===== src/rtl/pps_capture_if.sv =====
// pps_capture_if -- signal bundle for the PPS capture block.
//   pps_in       : raw external PPS level, asynchronous to clk
//   pps_edge     : one-cycle pulse per detected rising edge
//   period       : clk cycles between the last two rising edges
//   period_valid : one-cycle pulse when period updates
//   width        : high time of the last pulse in clk cycles
//   width_valid  : one-cycle pulse when width updates
//   locked       : high while the tracker is locked
//   missing      : one-cycle pulse on a missing-pulse timeout
//   miss_count   : saturating count of timeouts
// master = PPS source / consumer side, slave = pps_capture.
interface pps_capture_if;
    logic        pps_in;
    logic        pps_edge;
    logic [31:0] period;
    logic        period_valid;
    logic [31:0] width;
    logic        width_valid;
    logic        locked;
    logic        missing;
    logic [15:0] miss_count;

    modport master (
        output pps_in,
        input  pps_edge, period, period_valid, width, width_valid,
               locked, missing, miss_count
    );

    modport slave (
        input  pps_in,
        output pps_edge, period, period_valid, width, width_valid,
               locked, missing, miss_count
    );
endinterface


===== src/rtl/pps_capture.sv =====
// pps_capture -- measures period and high time of an external PPS signal
// and tracks lock against a nominal period.
//   clk : system clock, rising edge
//   rst : asynchronous active-high reset
//   bus : pps_capture_if.slave (pps_in in; edge/period/width/lock/miss out)
// Parameters: CLK_HZ nominal period in clk cycles, TOL_CYCLES allowed
// deviation either way, LOCK_COUNT consecutive good periods to lock,
// FILTER_LEN glitch-filter stability length.
// Build option: define PPS_CAPTURE_GLITCH_FILTER_EN to insert a glitch
// filter that accepts a new level only after FILTER_LEN stable cycles.
module pps_capture #(
    parameter int unsigned CLK_HZ     = 125000000,
    parameter int unsigned TOL_CYCLES = 1000,
    parameter int unsigned LOCK_COUNT = 3,
    parameter int unsigned FILTER_LEN = 4
) (
    input  logic         clk,
    input  logic         rst,
    pps_capture_if.slave bus
);
    localparam int unsigned GW = (LOCK_COUNT < 1) ? 1 : $clog2(LOCK_COUNT + 1);
    localparam logic [32:0] HI = 33'(longint'(CLK_HZ) + longint'(TOL_CYCLES));
    localparam logic [32:0] LO = (CLK_HZ > TOL_CYCLES) ? 33'(CLK_HZ - TOL_CYCLES) : '0;
    // Cycles after reset before the level pipeline reflects real samples
    // of pps_in (with margin for the optional filter).
    localparam int unsigned PRIME_LAT = 6 + FILTER_LEN;
    localparam int unsigned PW = $clog2(PRIME_LAT + 1);

    typedef enum logic [1:0] {IDLE, ACQUIRE, LOCKED} state_t;

    state_t        state, state_nx;
    logic [GW-1:0] good_cnt, good_cnt_nx, good_inc;
    logic          s1, s2, filt, lvl, lvl_d;
    logic [PW-1:0] prime_cnt;
    logic          armed, seen_rise;
    logic          rise_ev, fall_ev, timeout, good;
    logic [31:0]   cnt, cnt_inc;
    logic [32:0]   period_calc;

    // Synchronizer, level/edge-detect registers and arming.
    // armed is set only once a real low level has been seen after reset,
    // so a pulse already in progress at reset is never taken as an edge.
    always_ff @(posedge clk or posedge rst) begin
        if (rst) begin
            s1        <= 1'b0;
            s2        <= 1'b0;
            lvl       <= 1'b0;
            lvl_d     <= 1'b0;
            prime_cnt <= '0;
            armed     <= 1'b0;
            seen_rise <= 1'b0;
        end else begin
            s1    <= bus.pps_in;
            s2    <= s1;
            lvl   <= filt;
            lvl_d <= lvl;
            if (prime_cnt != PW'(PRIME_LAT))
                prime_cnt <= prime_cnt + 1'b1;
            if (prime_cnt == PW'(PRIME_LAT) && !lvl)
                armed <= 1'b1;
            if (rise_ev)
                seen_rise <= 1'b1;
        end
    end

`ifdef PPS_CAPTURE_GLITCH_FILTER_EN
    localparam int unsigned FW = $clog2(FILTER_LEN + 1);
    logic [FW-1:0] fcnt;

    // filt follows s2 only after s2 has differed from it for FILTER_LEN cycles.
    always_ff @(posedge clk or posedge rst) begin
        if (rst) begin
            filt <= 1'b0;
            fcnt <= '0;
        end else if (s2 == filt) begin
            fcnt <= '0;
        end else if (fcnt == FW'(FILTER_LEN - 1)) begin
            filt <= s2;
            fcnt <= '0;
        end else begin
            fcnt <= fcnt + 1'b1;
        end
    end
`else
    always_comb filt = s2;
`endif

    always_comb begin
        rise_ev     = lvl & ~lvl_d & armed;
        fall_ev     = ~lvl & lvl_d & seen_rise;
        cnt_inc     = (cnt == '1) ? cnt : cnt + 32'd1;
        period_calc = {1'b0, cnt} + 33'd1;
        good        = (period_calc >= LO) && (period_calc <= HI);
        good_inc    = good_cnt + 1'b1;
    end

    always_ff @(posedge clk or posedge rst) begin
        if (rst) begin
            state    <= IDLE;
            good_cnt <= '0;
        end else begin
            state    <= state_nx;
            good_cnt <= good_cnt_nx;
        end
    end

    // An edge coinciding with the timeout point wins over the timeout.
    always_comb begin
        state_nx    = state;
        good_cnt_nx = good_cnt;
        timeout     = (state != IDLE) && ({1'b0, cnt} == HI) && !rise_ev;
        case (state)
            IDLE: begin
                if (rise_ev) begin
                    state_nx    = ACQUIRE;
                    good_cnt_nx = '0;
                end
            end
            ACQUIRE: begin
                if (rise_ev) begin
                    if (good) begin
                        good_cnt_nx = good_inc;
                        if (good_inc == GW'(LOCK_COUNT))
                            state_nx = LOCKED;
                    end else begin
                        good_cnt_nx = '0;
                    end
                end else if (timeout) begin
                    state_nx    = IDLE;
                    good_cnt_nx = '0;
                end
            end
            LOCKED: begin
                if (rise_ev) begin
                    if (!good) begin
                        state_nx    = ACQUIRE;
                        good_cnt_nx = '0;
                    end
                end else if (timeout) begin
                    state_nx    = IDLE;
                    good_cnt_nx = '0;
                end
            end
            default: begin
                state_nx    = IDLE;
                good_cnt_nx = '0;
            end
        endcase
    end

    always_ff @(posedge clk or posedge rst) begin
        if (rst) begin
            cnt              <= '0;
            bus.pps_edge     <= 1'b0;
            bus.period       <= '0;
            bus.period_valid <= 1'b0;
            bus.width        <= '0;
            bus.width_valid  <= 1'b0;
            bus.locked       <= 1'b0;
            bus.missing      <= 1'b0;
            bus.miss_count   <= '0;
        end else begin
            cnt              <= rise_ev ? '0 : cnt_inc;
            bus.pps_edge     <= rise_ev;
            bus.period_valid <= 1'b0;
            bus.width_valid  <= 1'b0;
            bus.missing      <= timeout;
            bus.locked       <= (state == LOCKED);
            if (rise_ev && state != IDLE) begin
                bus.period       <= cnt_inc;
                bus.period_valid <= 1'b1;
            end
            if (fall_ev) begin
                bus.width       <= cnt_inc;
                bus.width_valid <= 1'b1;
            end
            if (timeout && bus.miss_count != '1)
                bus.miss_count <= bus.miss_count + 16'd1;
        end
    end
endmodule


===== src/flat_wrapper.sv =====
// flat-port wrapper written by rule: the top's interface ports become plain ports
module pps_capture_flat 
#(
    parameter int unsigned CLK_HZ     = 125000000,
    parameter int unsigned TOL_CYCLES = 1000,
    parameter int unsigned LOCK_COUNT = 3,
    parameter int unsigned FILTER_LEN = 4
)
  (clk, rst, bus_pps_in, bus_pps_edge, bus_period, bus_period_valid, bus_width, bus_width_valid, bus_locked, bus_missing, bus_miss_count);
  pps_capture_if bus_i ();
  input  logic clk;
  input  logic rst;
  input wire logic [$bits(bus_i.pps_in)-1:0] bus_pps_in;
  output wire logic [$bits(bus_i.pps_edge)-1:0] bus_pps_edge;
  output wire logic [$bits(bus_i.period)-1:0] bus_period;
  output wire logic [$bits(bus_i.period_valid)-1:0] bus_period_valid;
  output wire logic [$bits(bus_i.width)-1:0] bus_width;
  output wire logic [$bits(bus_i.width_valid)-1:0] bus_width_valid;
  output wire logic [$bits(bus_i.locked)-1:0] bus_locked;
  output wire logic [$bits(bus_i.missing)-1:0] bus_missing;
  output wire logic [$bits(bus_i.miss_count)-1:0] bus_miss_count;
  assign bus_i.pps_in = bus_pps_in;
  assign bus_pps_edge = bus_i.pps_edge;
  assign bus_period = bus_i.period;
  assign bus_period_valid = bus_i.period_valid;
  assign bus_width = bus_i.width;
  assign bus_width_valid = bus_i.width_valid;
  assign bus_locked = bus_i.locked;
  assign bus_missing = bus_i.missing;
  assign bus_miss_count = bus_i.miss_count;
  pps_capture #(.CLK_HZ(CLK_HZ), .TOL_CYCLES(TOL_CYCLES), .LOCK_COUNT(LOCK_COUNT), .FILTER_LEN(FILTER_LEN)) u_core (.clk(clk), .rst(rst), .bus(bus_i));
endmodule

===== config.mk =====
export PLATFORM = sky130hd
export DESIGN_NAME = pps_capture_flat
export DESIGN_NICKNAME = d
export VERILOG_FILES = /design/src/rtl/pps_capture_if.sv /design/src/rtl/pps_capture.sv /design/src/flat_wrapper.sv
export SDC_FILE = /design/constraint.sdc
export NUM_CORES = 1
export LEC_CHECK = 0
export ABC_AREA = 1
export BUFFER_PORTS_ARGS = -buffer_cell sky130_fd_sc_hd__buf_2
export CAP_MARGIN = 20
export CORE_AREA = 2 2 168 170
export DETAILED_ROUTE_END_ITERATION = 16
export DIE_AREA = 0 0 170 172
export GPL_ROUTABILITY_DRIVEN = 1
export PLACE_DENSITY = 0.4
export SLEW_MARGIN = 0
export SYNTH_ARGS = -nofsm -noshare
export SYNTH_HDL_FRONTEND = slang
export SYNTH_SLANG_ARGS = --single-unit

===== constraint.sdc =====
create_clock -name clk -period 4.2 [get_ports clk]
set_input_delay 0.21 -clock clk [delete_from_list [all_inputs] [get_ports clk]]
set_output_delay 0.21 -clock clk [all_outputs]
set_load 0.01 [all_outputs]

# --- After elaboration in Yosys (flattened, before gate mapping) ---
# Index checks and enable logic that the tools add are counted.
classes:
  eq_ne: 12
  reduce_logical: 12
  mux: 19
  n_lt_le_gt_ge: 2
  bitwise_logic: 6
  add_sub_neg: 5
op_table:
  columns: ["operator", "count"]
  rows:
  - ["32-bit 2-to-1 mux", 2]
  - ["32-bit by 1-bit adder with 33-bit output (second input constant)", 1]
  - ["33-bit by 27-bit >= comparator with 1-bit output (second input constant)", 1]
  - ["33-bit by 27-bit <= comparator with 1-bit output (second input constant)", 1]
  - ["32-bit by 1-bit adder with 32-bit output (second input constant)", 1]
  - ["32-bit by 27-bit equality test with 1-bit output (second input constant)", 1]
  - ["32-bit equality test (second input constant)", 1]
  - ["2-bit 2-to-1 mux", 13]
  - ["16-bit by 1-bit adder with 16-bit output (second input constant)", 1]
  - ["16-bit inequality test (second input constant)", 1]
  - ["2-bit case mux with 3 select lines", 2]
  - ["3-bit inequality test (second input constant)", 3]
  - ["1-bit logical AND", 6]
  - ["4-bit by 1-bit adder with 4-bit output (second input constant)", 1]
  - ["1-bit AND", 4]
  - ["2-bit equality test (second input constant)", 2]
  - ["4-bit equality test (second input constant)", 1]
  - ["4-bit inequality test (second input constant)", 1]
  - ["4-bit AND reduction", 1]
  - ["2-bit by 1-bit adder with 2-bit output (second input constant)", 1]
  - ["2-bit by 1-bit equality test with 1-bit output (second input constant)", 1]
  - ["1-bit logical NOT", 2]
  - ["2-bit logical NOT", 1]
  - ["1-bit 2-to-1 mux", 2]
  - ["4 further kinds", 5]
word_totals:
  elab_cells: 74
  ff_bits: 131
  input_bits: 3

# --- Logic depth before layout (Yosys ltp) ---
# Gate-level depths: netlist of the first run.
logic_depth:
  depth_word: 8
  ltp_mapped: 22

# --- Least setup slack after synthesis of the first run ---
# OpenSTA, ideal clock, no wires.
synth_timing:
  path_kind: "reg2reg"
  startpoint: "register u_core.cnt[0]"
  endpoint: "register u_core.state[0]"
  setup_ps: 117
  path_slack_ps: 1889
  path_stages_with_launch: 22
  period_less_slack_ps: 2311
  arrival_ps: 2195
  cell_sequence: "dfrtp_1 ha_1 buf_2 inv_1 nor2_2 nand2_4 nor2_8 nand3b_1 nand2_2 inv_2 nor2_2 nand2_1 nor2_1 nand2_1 nand3_1 nand2_2 nand3_2 nand2_2 nand2_4 nand2_2 nand2_1 nand2_1"
synth_via:
  elab_chain_cells: 6
  word_cells_on_any_way: 14
synth_lines:
  columns: ["element", "line", "rtl"]
  rows:
  - ["from (decl)", "pps_capture.sv:37", "logic [31:0] cnt, cnt_inc;"]
  - ["from (signal assigned)", "pps_capture.sv:163", "cnt <= rise_ev ? '0 : cnt_inc;"]
  - ["branches (longest 6 deep; another with 32-bit by 1-bit adder with 33-bit output)", null, null]
  - ["to (signal assigned)", "pps_capture.sv:102", "state <= state_nx;"]
  - ["to (decl)", "pps_capture.sv:31", "state_t state, state_nx;"]
# Several ways; the timed one is not identified.
# A chain may end at the register's enable or synchronous reset.

# --- Final worst setup path of the first run ---
layout_timing:
  startpoint: "register u_core.cnt[1]"
  endpoint: "register u_core.bus.period[1]"
layout_via:
  elab_chain_cells: 2
  word_cells_on_any_way: 3
layout_lines:
  columns: ["element", "line", "rtl"]
  rows:
  - ["32-bit by 1-bit adder with 32-bit output or 32-bit equality test (tied branches)", "pps_capture.sv:91", "cnt_inc = (cnt == '1) ? cnt : cnt + 32'd1;"]
  - ["32-bit 2-to-1 mux (*)", "pps_capture.sv:91", null]
  - ["to (signal assigned)", "pps_capture.sv:170", "bus.period <= cnt_inc;"]
  - ["to (decl)", "pps_capture_if.sv:31", "output pps_edge, period, period_valid, width, width_valid,"]
# Mark *: on every way between the ends. The rest lies on a longest branch, timed or not.

==> results of run 1 <==
-- cell usage after synthesis, drive strengths merged --
cell type and n:
nand2 264, nor2 137, dfrtp 131, inv 100
o21ai 60, nand3 51, nand4 18, clkbuf 17
nor3 16, a31oi 14, ha 11, xnor2 11
a21oi 10, xor2 9, nand3b 6, buf 4
and2 3, clkinv 3, nor4 3, or2 2
a211oi 1, nor3b 1, nor4b 1, o21bai 1
-- flip-flops by register name, indices dropped and copies added, names as in the netlist, 2 cells and up --
name / cells
u_core.bus.miss_count: 16
u_core.cnt: 32
u_core.state: 2
u_core.bus.width: 32
u_core.bus.period: 32
u_core.prime_cnt: 4
u_core.good_cnt: 2
-- worst max path at each step --
stage	slack, ns	from	cells past startpoint	endpoint
2_1_floorplan	0.49	rst	1	u_core.armed
3_3_place_gp	1.21	u_core.cnt[1]	11	u_core.bus.period[1]
3_5_place_dp	1.15	u_core.cnt[1]	11	u_core.bus.period[1]
4_1_cts	1.14	u_core.cnt[0]	11	u_core.bus.period[1]
5_1_grt	0.83	u_core.cnt[0]	11	u_core.bus.period[1]
6_report	1.18	u_core.cnt[1]	11	u_core.bus.period[1]
-- timing repair --
item	4_1_cts	5_1_grt
endpoints found under the hold margin	54	0
setup endpoints to repair	0	0
hold buffers	2	0
gates resized for setup	0	0
-- logic make-up after synthesis --
kind of cell / after synthesis / synth area share, %
DFF: 131 / 48.2
adders and majority gates: 11 / 2.02
AOI/OAI and AO/OA: 86 / 6.83
and+or+nand+nor: 502 / 33.5
xor gates and xnor gates: 20 / 2.58
buffers and inverters: 124 / 6.86
-- final cells by class --
class,instances,area share (%)
Sequential cell,131,39.8
Multi-Input combinational cell,619,37.1
Timing Repair Buffer,100,6.53
Tap cell,346,5.25
Clock buffer,18,5.21
Inverter,103,4.75
Clock inverter,13,1.37
-- power breakdown --
group,switching [mW],internal (mW)
Combinational,0.335,0.189
Clock,0.586,0.808
Sequential,0.0841,1.37
Total,1.00,2.37
-- per-stage QoR --
stage          worst slack, ns  std cells  hold slack [ns]  total power [mW]
2_1_floorplan            0.492        874            0.241              1.80
3_3_place_gp              1.21       1297            0.311              2.00
3_5_place_dp              1.15       1297            0.310              2.01
4_1_cts                   1.14       1330            0.350              3.44
5_1_grt                  0.835       1330            0.370              3.56
6_report                  1.18       1330            0.349              3.37
-- metal layers --
| layer | track usage, % | share of wire (%) | routed length (µm) |
|---|---|---|---|
| met1 | 20.8 | 52 | 10500 |
| met5 | 0 | 0 | 0 |
| met3 | 2.52 | 3.0 | 613 |
| met4 | 5.17 | 1.7 | 342 |
| met2 | 21.9 | 43 | 8830 |
-- worst register-to-register path, stage by stage, from the launching register on --
cell and delay (ns):
dfrtp_1 0.43, ha_1 0.33, inv_1 0.11, nor2_2 0.21
nand2_4 0.11, nor2_8 0.16, nand3_2 0.43, inv_1 0.45
buf_4 0.30, nand2_1 0.08, o21ai_0 0.14, o21ai_0 0.13
==> out/qor.txt, run 1 <==
DR vias/cell = 4.34
Final hold violation count = 0
#FFs+latches synth = 131
Slowest cell on crit path = inv_1
Reg2Reg Setup Slack = 1.18 ns
Initial antenna violation count = 0
CP arrival = 3.30 ns
Total Wirelength = 20300 µm
Crit-path cells = ha_1 -> inv_1 -> nor2_2 -> nand2_4 -> nor2_8 -> nand3_2 -> inv_1 -> buf_4 -> nand2_1 -> o21ai_0 -> o21ai_0
Worst-Margin Slew = 0.550 ns
Clock Tree Root = clkbuf_16
PD cells = 409 nW/µm²
Pleak = 4.19 nW
CTS Buffer Depth = 2
Worst r2r path cells = 11
Wirelength per Cell = 15.3 µm
Max-cap viol count = 0
Fin. max-slew vios = 0
Initial DRC count = 368
Synth area leaders = dfrtp_1 (48%), nand2_1 (14%), nor2_1 (6.6%), inv_1 (5.2%), o21ai_0 (4.0%)
Nets = 986
Slowest stage delay, CP = 0.44 ns
Reg-to-Reg Start = u_core.cnt[1]
Share of cells above drive strength 1 = 18.5%
Tmin final = 3.02 ns
Cell area after synthesis = 6800 µm²
Share of the synthesized area in the top cell type = 48.2%
Most common cell after layout, fill and taps aside = nand2_1
Final period util = 71.8%
Final Skew = 0.0133 ns
Gr usage total = 14.5%
Initial Utilization = 24.7%
Sequential fraction of the synthesis area = 48.2%
CTS H-tree lvls = 4
Max FO, Critical Path = 21
Hold Crit Depth = 0
Syn_nets = 888
Final setup fails = 0
I/O pins = 88
Area Overhead vs Synth = 21.2%
DP HPWL = 15200 µm
Unique masters post-synth = 38
Slew headroom = 63.1%
Worst Hold End = u_core.filt
DP Area = 7680 µm²
Fin area = 8240 µm²
Final ANT Viol Nets = 0
First-pass DRT Iterations = 5
Die ar. = 29200 µm²
CP bufs+invs = 3
Status = finished clean
Clock-pin slew on the worst setup and hold paths = 0.06 ns
Worst min path class = reg2reg
Largest net degree at the start of global routing = 56
Fill count = 2958
Setup_tns = 0 ns
Util after Layout = 30.0%
Post-CTS Setup Inserts = 0
Die extent in y = 172 µm
Post-Syn Instances = 874
Gr ovfl total = 0
Syn avg cell area = 7.78 µm²
Cell family with most CP delay = simple AND/OR/NAND/NOR gates
Most frequent cells in the layout = nand2_1 (249), dfrtp_1 (131), nor2_1 (119)
CP Launch Type = register
Final Wtd Congestion = 0.878
Worst vdd ir = 0.171 mV
Total CTS buffers = 17
Crit path required time = 4.48 ns
CTS sink cnt = 131
Vias in the first global route = 5565
Syn. warnings = 0
F_max = 0.331 GHz
Diodes inserted = 0
Register area = 3280 µm²
Port buffer count = 87
Die X = 170 µm
Yosys top cell by area = dfrtp_1
Via count = 5774
Rows = 61
CTS tree = yes
Core area = 27500 µm²
Clock Latency Late Sink = 0.42 ns
DRC Markers = 0
First-pass GRT wire length = 32300 µm
Hold path start = u_core.s1
Multi-input gate area = 3060 µm²
RSZ-0062 raised after global routing = no
R2r endpoint = u_core.bus.period[1]
Crit path kind = reg2reg
CP endpoint kind = register
(Power assumes the default switching activity.)
==> run 2: changes to the inputs <==
--- a/config.mk
+++ b/config.mk
@@ -5,14 +5,14 @@
 export SDC_FILE = /design/constraint.sdc
 export NUM_CORES = 1
 export LEC_CHECK = 0
-export ABC_AREA = 1
+export ABC_AREA = 0
 export BUFFER_PORTS_ARGS = -buffer_cell sky130_fd_sc_hd__buf_2
 export CAP_MARGIN = 20
-export CORE_AREA = 2 2 168 170
+export CORE_AREA = 2 2 165 167
 export DETAILED_ROUTE_END_ITERATION = 16
-export DIE_AREA = 0 0 170 172
+export DIE_AREA = 0 0 167 169
 export GPL_ROUTABILITY_DRIVEN = 1
-export PLACE_DENSITY = 0.4
+export PLACE_DENSITY = 0.41
 export SLEW_MARGIN = 0
 export SYNTH_ARGS = -nofsm -noshare
 export SYNTH_HDL_FRONTEND = slang
==> constraint.sdc (replaced) <==
create_clock -name clk -period 2.4 [get_ports clk]
set_input_delay 0.12 -clock clk [delete_from_list [all_inputs] [get_ports clk]]
set_output_delay 0.12 -clock clk [all_outputs]
set_load 0.01 [all_outputs]
==> run 2 against run 1 <==
Synthesized area decreased by 3.6%; register-to-register slack got worse by 1.9 ns; combinational power up 93%; final cell count fell by 4.7%; largest cell class is now multi-input gates; the run now ends with negative setup slack left; global-route usage down 0.16 points; highest routed layer unchanged; clock power rose by 86%; design area increased by 16%; wire length decreased by 4.2%.
==> out/qor.txt, run 2 <==
EDFF count, synth = 0 (unchanged)
Worst slack at placement = -1.02 ns (-2.16 ns)
Slew headroom = 69.2% (+6.1 points)
Max FO, Critical Path = 4 (-81%)
Slowest cell on crit path = dfrtp_2
Final hold violation count = 0 (unchanged)
Util after Layout = 36.0% (+6.0 points)
Initial DRC count = 265 (-28%)
Final ANT Viol Nets = 0 (unchanged)
Post-Syn Instances = 689 (-21%)
Worst min path class = in2reg
Wirelength per Cell = 15.3 µm (+0.45%)
Worst-Margin Slew = 0.462 ns (-0.0882 ns)
Clock Tree Root = clkbuf_16
Top-count cell post-synth = dfrtp_1
Unique masters post-synth = 73 (+92%)
Vias in the first global route = 5907 (+6.1%)
Total CTS buffers = 17 (unchanged)
PD cells = 629 nW/µm² (+54%)
Pleak = 4.58 nW (+9.1%)
Final Skew = 0.00970 ns (-0.00360 ns)
Non-filler instance count after layout = 1268 (-4.7%)
Share of the synthesized area in the top cell type = 50.0% (+1.8 points)
Die extent in y = 169 µm (-1.7%)
Share of cells above drive strength 1 = 39.3% (+21 points)
Max-cap viol count = 0 (unchanged)
#FFs+latches synth = 131 (unchanged)
CP endpoint kind = register
CTS Buffer Depth = 2 (unchanged)
Reg2Reg Setup Slack = -0.72 ns (-1.90 ns)
Die ar. = 28200 µm² (-3.5%)
Via count = 5757 (-0.29%)
Diodes inserted = 0 (unchanged)
Synth area leaders = dfrtp_1 (50%), nand2_1 (6.1%), o21ai_0 (5.7%), nor2_1 (4.6%), xnor2_1 (4.3%)
Final setup fails = 17 (+17)
Fin. max-slew vios = 0 (unchanged)
Yosys top cell by area = dfrtp_1
P_int = 4.24 mW (+79%)
Switch Pwr = 1.76 mW (+75%)
Failing checks = negative setup slack
Final Wtd Congestion = 0.851 (-3.0%)
Sequential fraction of the synthesis area = 50.0% (+1.8 points)
Rows = 60 (-1.6%)
Largest net degree at the start of global routing = 64 (+14%)
CTS sink cnt = 131 (unchanged)
Initial Utilization = 24.7% (about the same)
Most frequent cells in the layout = buf_4 (138), dfrtp_1 (125), nand2_1 (103)
DR WL met3 = 885 µm (+44%)
FFs w/ async S/R, synth = 100% (unchanged)
Combinational power share = 16.8% (+1.3 points)
DR vias/cell = 4.54 (+4.6%)
I/O pins = 88 (unchanged)
Tmin final = 3.12 ns (+0.103 ns)
Crit path kind = reg2reg
Gr usage total = 14.3% (-0.16 points)
Slowest stage delay, CP = 0.39 ns (-0.05 ns)
Clock Latency Late Sink = 0.43 ns (about the same)
Setup crit end = u_core.state[0]
Sequential Power Share = 40.3% (-2.8 points)
Clock-pin slew on the worst setup and hold paths = 0.06 ns (about the same)
Cell family with most CP delay = compound AO/OA/AOI/OAI gates
Worst r2r path cells = 15 (+4)
Total Wirelength = 19400 µm (-4.2%)
Total power = 6.01 mW (+78%)
Area Overhead vs Synth = 45.7%
Clock Power Share = 42.9% (+1.6 points)
Cell area after synthesis = 6550 µm² (-3.6%)
Worst vdd ir = 0.329 mV (+93%)
Top Registers = u_core.bus.period (32), u_core.bus.width (32), u_core.cnt (32)
CP Depth = 15 (+4)
Top cells by count, synth = dfrtp_1 (131), nand2_1 (106), nor2_1 (80)
Placed Instances = 1218 (-6.1%)
CP arrival = 3.45 ns (+0.15 ns)
CP bufs+invs = 4 (+1)
Final setup margin = -0.721 ns (-1.90 ns)
Most common cell after layout, fill and taps aside = buf_4
Crit-path cells = buf_6 -> ha_4 -> nand3_4 -> buf_8 -> buf_12 -> nor4_1 -> o21ai_0 -> a31oi_1 -> nor4_2 -> buf_4 -> nor4_4 -> o21ai_4 -> o31ai_4 -> nor2_1 -> a221oi_2
First-pass GRT wire length = 32100 µm (-0.58%)
F_max = 0.320 GHz (-3.3%)
Status = complete, but fails checks
Core area = 26500 µm² (-3.6%)
Initial antenna violation count = 0 (unchanged)
CP Launch Type = register
Syn_nets = 703 (-21%)
Met2 wire len = 9590 µm (+8.6%)
First-pass DRT Iterations = 4 (-1)
Final period util = 130% (+58 points)
Top Metal Used = met4
Syn avg cell area = 9.51 µm² (+22%)
Nets = 928 (-5.9%)
Gr ovfl total = 0 (unchanged)
Met1 WL = 8640 µm (-18%)
Top_reg_cell synth = dfrtp_1
Port buffer count = 87 (unchanged)
R2r endpoint = u_core.state[0]
CTS H-tree lvls = 4 (unchanged)
Reg-to-Reg Start = u_core.cnt[0]
RSZ-0062 raised after global routing = yes
CTS tree = yes
Syn. warnings = 0 (unchanged)
Switching Fraction = 29.4% (-0.45 points)
Die X = 167 µm (-1.8%)
Worst setup path startpoint = u_core.cnt[0]
DRC Markers = 0 (unchanged)
Crit path required time = 2.73 ns (-1.75 ns)
DP HPWL = 14000 µm (-7.8%)
## run 2: cell types whose count changed after synthesis, sizes merged, moves of 6 or more
| cell | change |
|---|---|
| mux2i | +6 |
| nor2 | -56 |
| and3 | +6 |
| inv | -81 |
| nand3 | -25 |
| nand2 | -158 |
| nor3 | -7 |
| a31oi | -9 |
| o21ai | +16 |
| nor4 | +12 |
| xnor2 | +21 |
| buf | +13 |
## run 2: worst register-to-register path: cells and delay by family (launching register included)
| kind | cells | cell delay (ns) |
|---|---|---|
| simple gates | 5 | 0.93 |
| flops | 1 | 0.39 |
| compound gates | 5 | 1.02 |
| fa+ha+maj | 1 | 0.16 |
| buf+inv | 4 | 0.53 |
## run 2: per-layer routing
layer	GRT usage, %	vias up
li1	-	2855
met1	18.0	2782
met2	24.2	100
met3	3.97	20
met4	4.16	0
met5	0	-
## run 2: final cells by class
type,instances,area [µm²]
inverter,19,75.1
fill,2736,17000
timing repair buffer,244,1740
multi-input combinational,501,3450
clock buffer,17,425
clock inverter,15,146
sequential,131,3290
tap,341,427
## run 2: worst min-delay path by stage
stage                           from   endpoint  slack (ns)  cells after the start
after floorplan           bus_pps_in  u_core.s1        0.15                      0
after global placement    bus_pps_in  u_core.s1        0.23                      1
after detailed placement  bus_pps_in  u_core.s1        0.23                      1
after CTS                 bus_pps_in  u_core.s1        0.31                      2
after global routing      bus_pps_in  u_core.s1        0.32                      2
final                     bus_pps_in  u_core.s1        0.33                      2
## run 2: cells by family (layout without fill, tap and decap cells)
| logic type | Yosys count | in the layout | synth area share, % |
|---|---|---|---|
| xor gates and xnor gates | 45 | 45 | 6.01 |
| and+or+nand+nor | 307 | 307 | 24.0 |
| DFF | 131 | 131 | 50.0 |
| adders and majority gates | 11 | 11 | 2.10 |
| buffers and inverters | 57 | 295 | 4.20 |
| AOI/OAI and AO/OA | 131 | 131 | 12.5 |
| muxes | 7 | 7 | 1.15 |
## run 2: power groups by stage
stage | logic [mW] | clock network [mW] | registers (mW)
final | 1.01 | 2.58 | 2.42
after global routing | 1.13 | 2.79 | 2.43
after global placement | 0.893 | 0 | 2.48
after CTS | 1.00 | 2.68 | 2.42
after detailed placement | 0.885 | 0 | 2.48
after floorplan | 0.461 | 0 | 2.50
## run 2: per-stage QoR
stage | setup TNS, ns | area, µm² | hold slack (ns)
2_1_floorplan | -1.64 | 6670 | 0.151
3_3_place_gp | -22.12 | 8410 | 0.230
3_5_place_dp | -23.75 | 8410 | 0.229
4_1_cts | -6.23 | 9330 | 0.305
5_1_grt | -9.90 | 9550 | 0.317
6_report | -6.55 | 9550 | 0.331
## run 2: what timing repair did
action	4_1_cts	5_1_grt
gates resized for setup	43	50
setup endpoints to repair	107	74
setup buffers	13	3
endpoints found under the hold margin	132	0
hold buffers	2	0
pin swaps	21	15
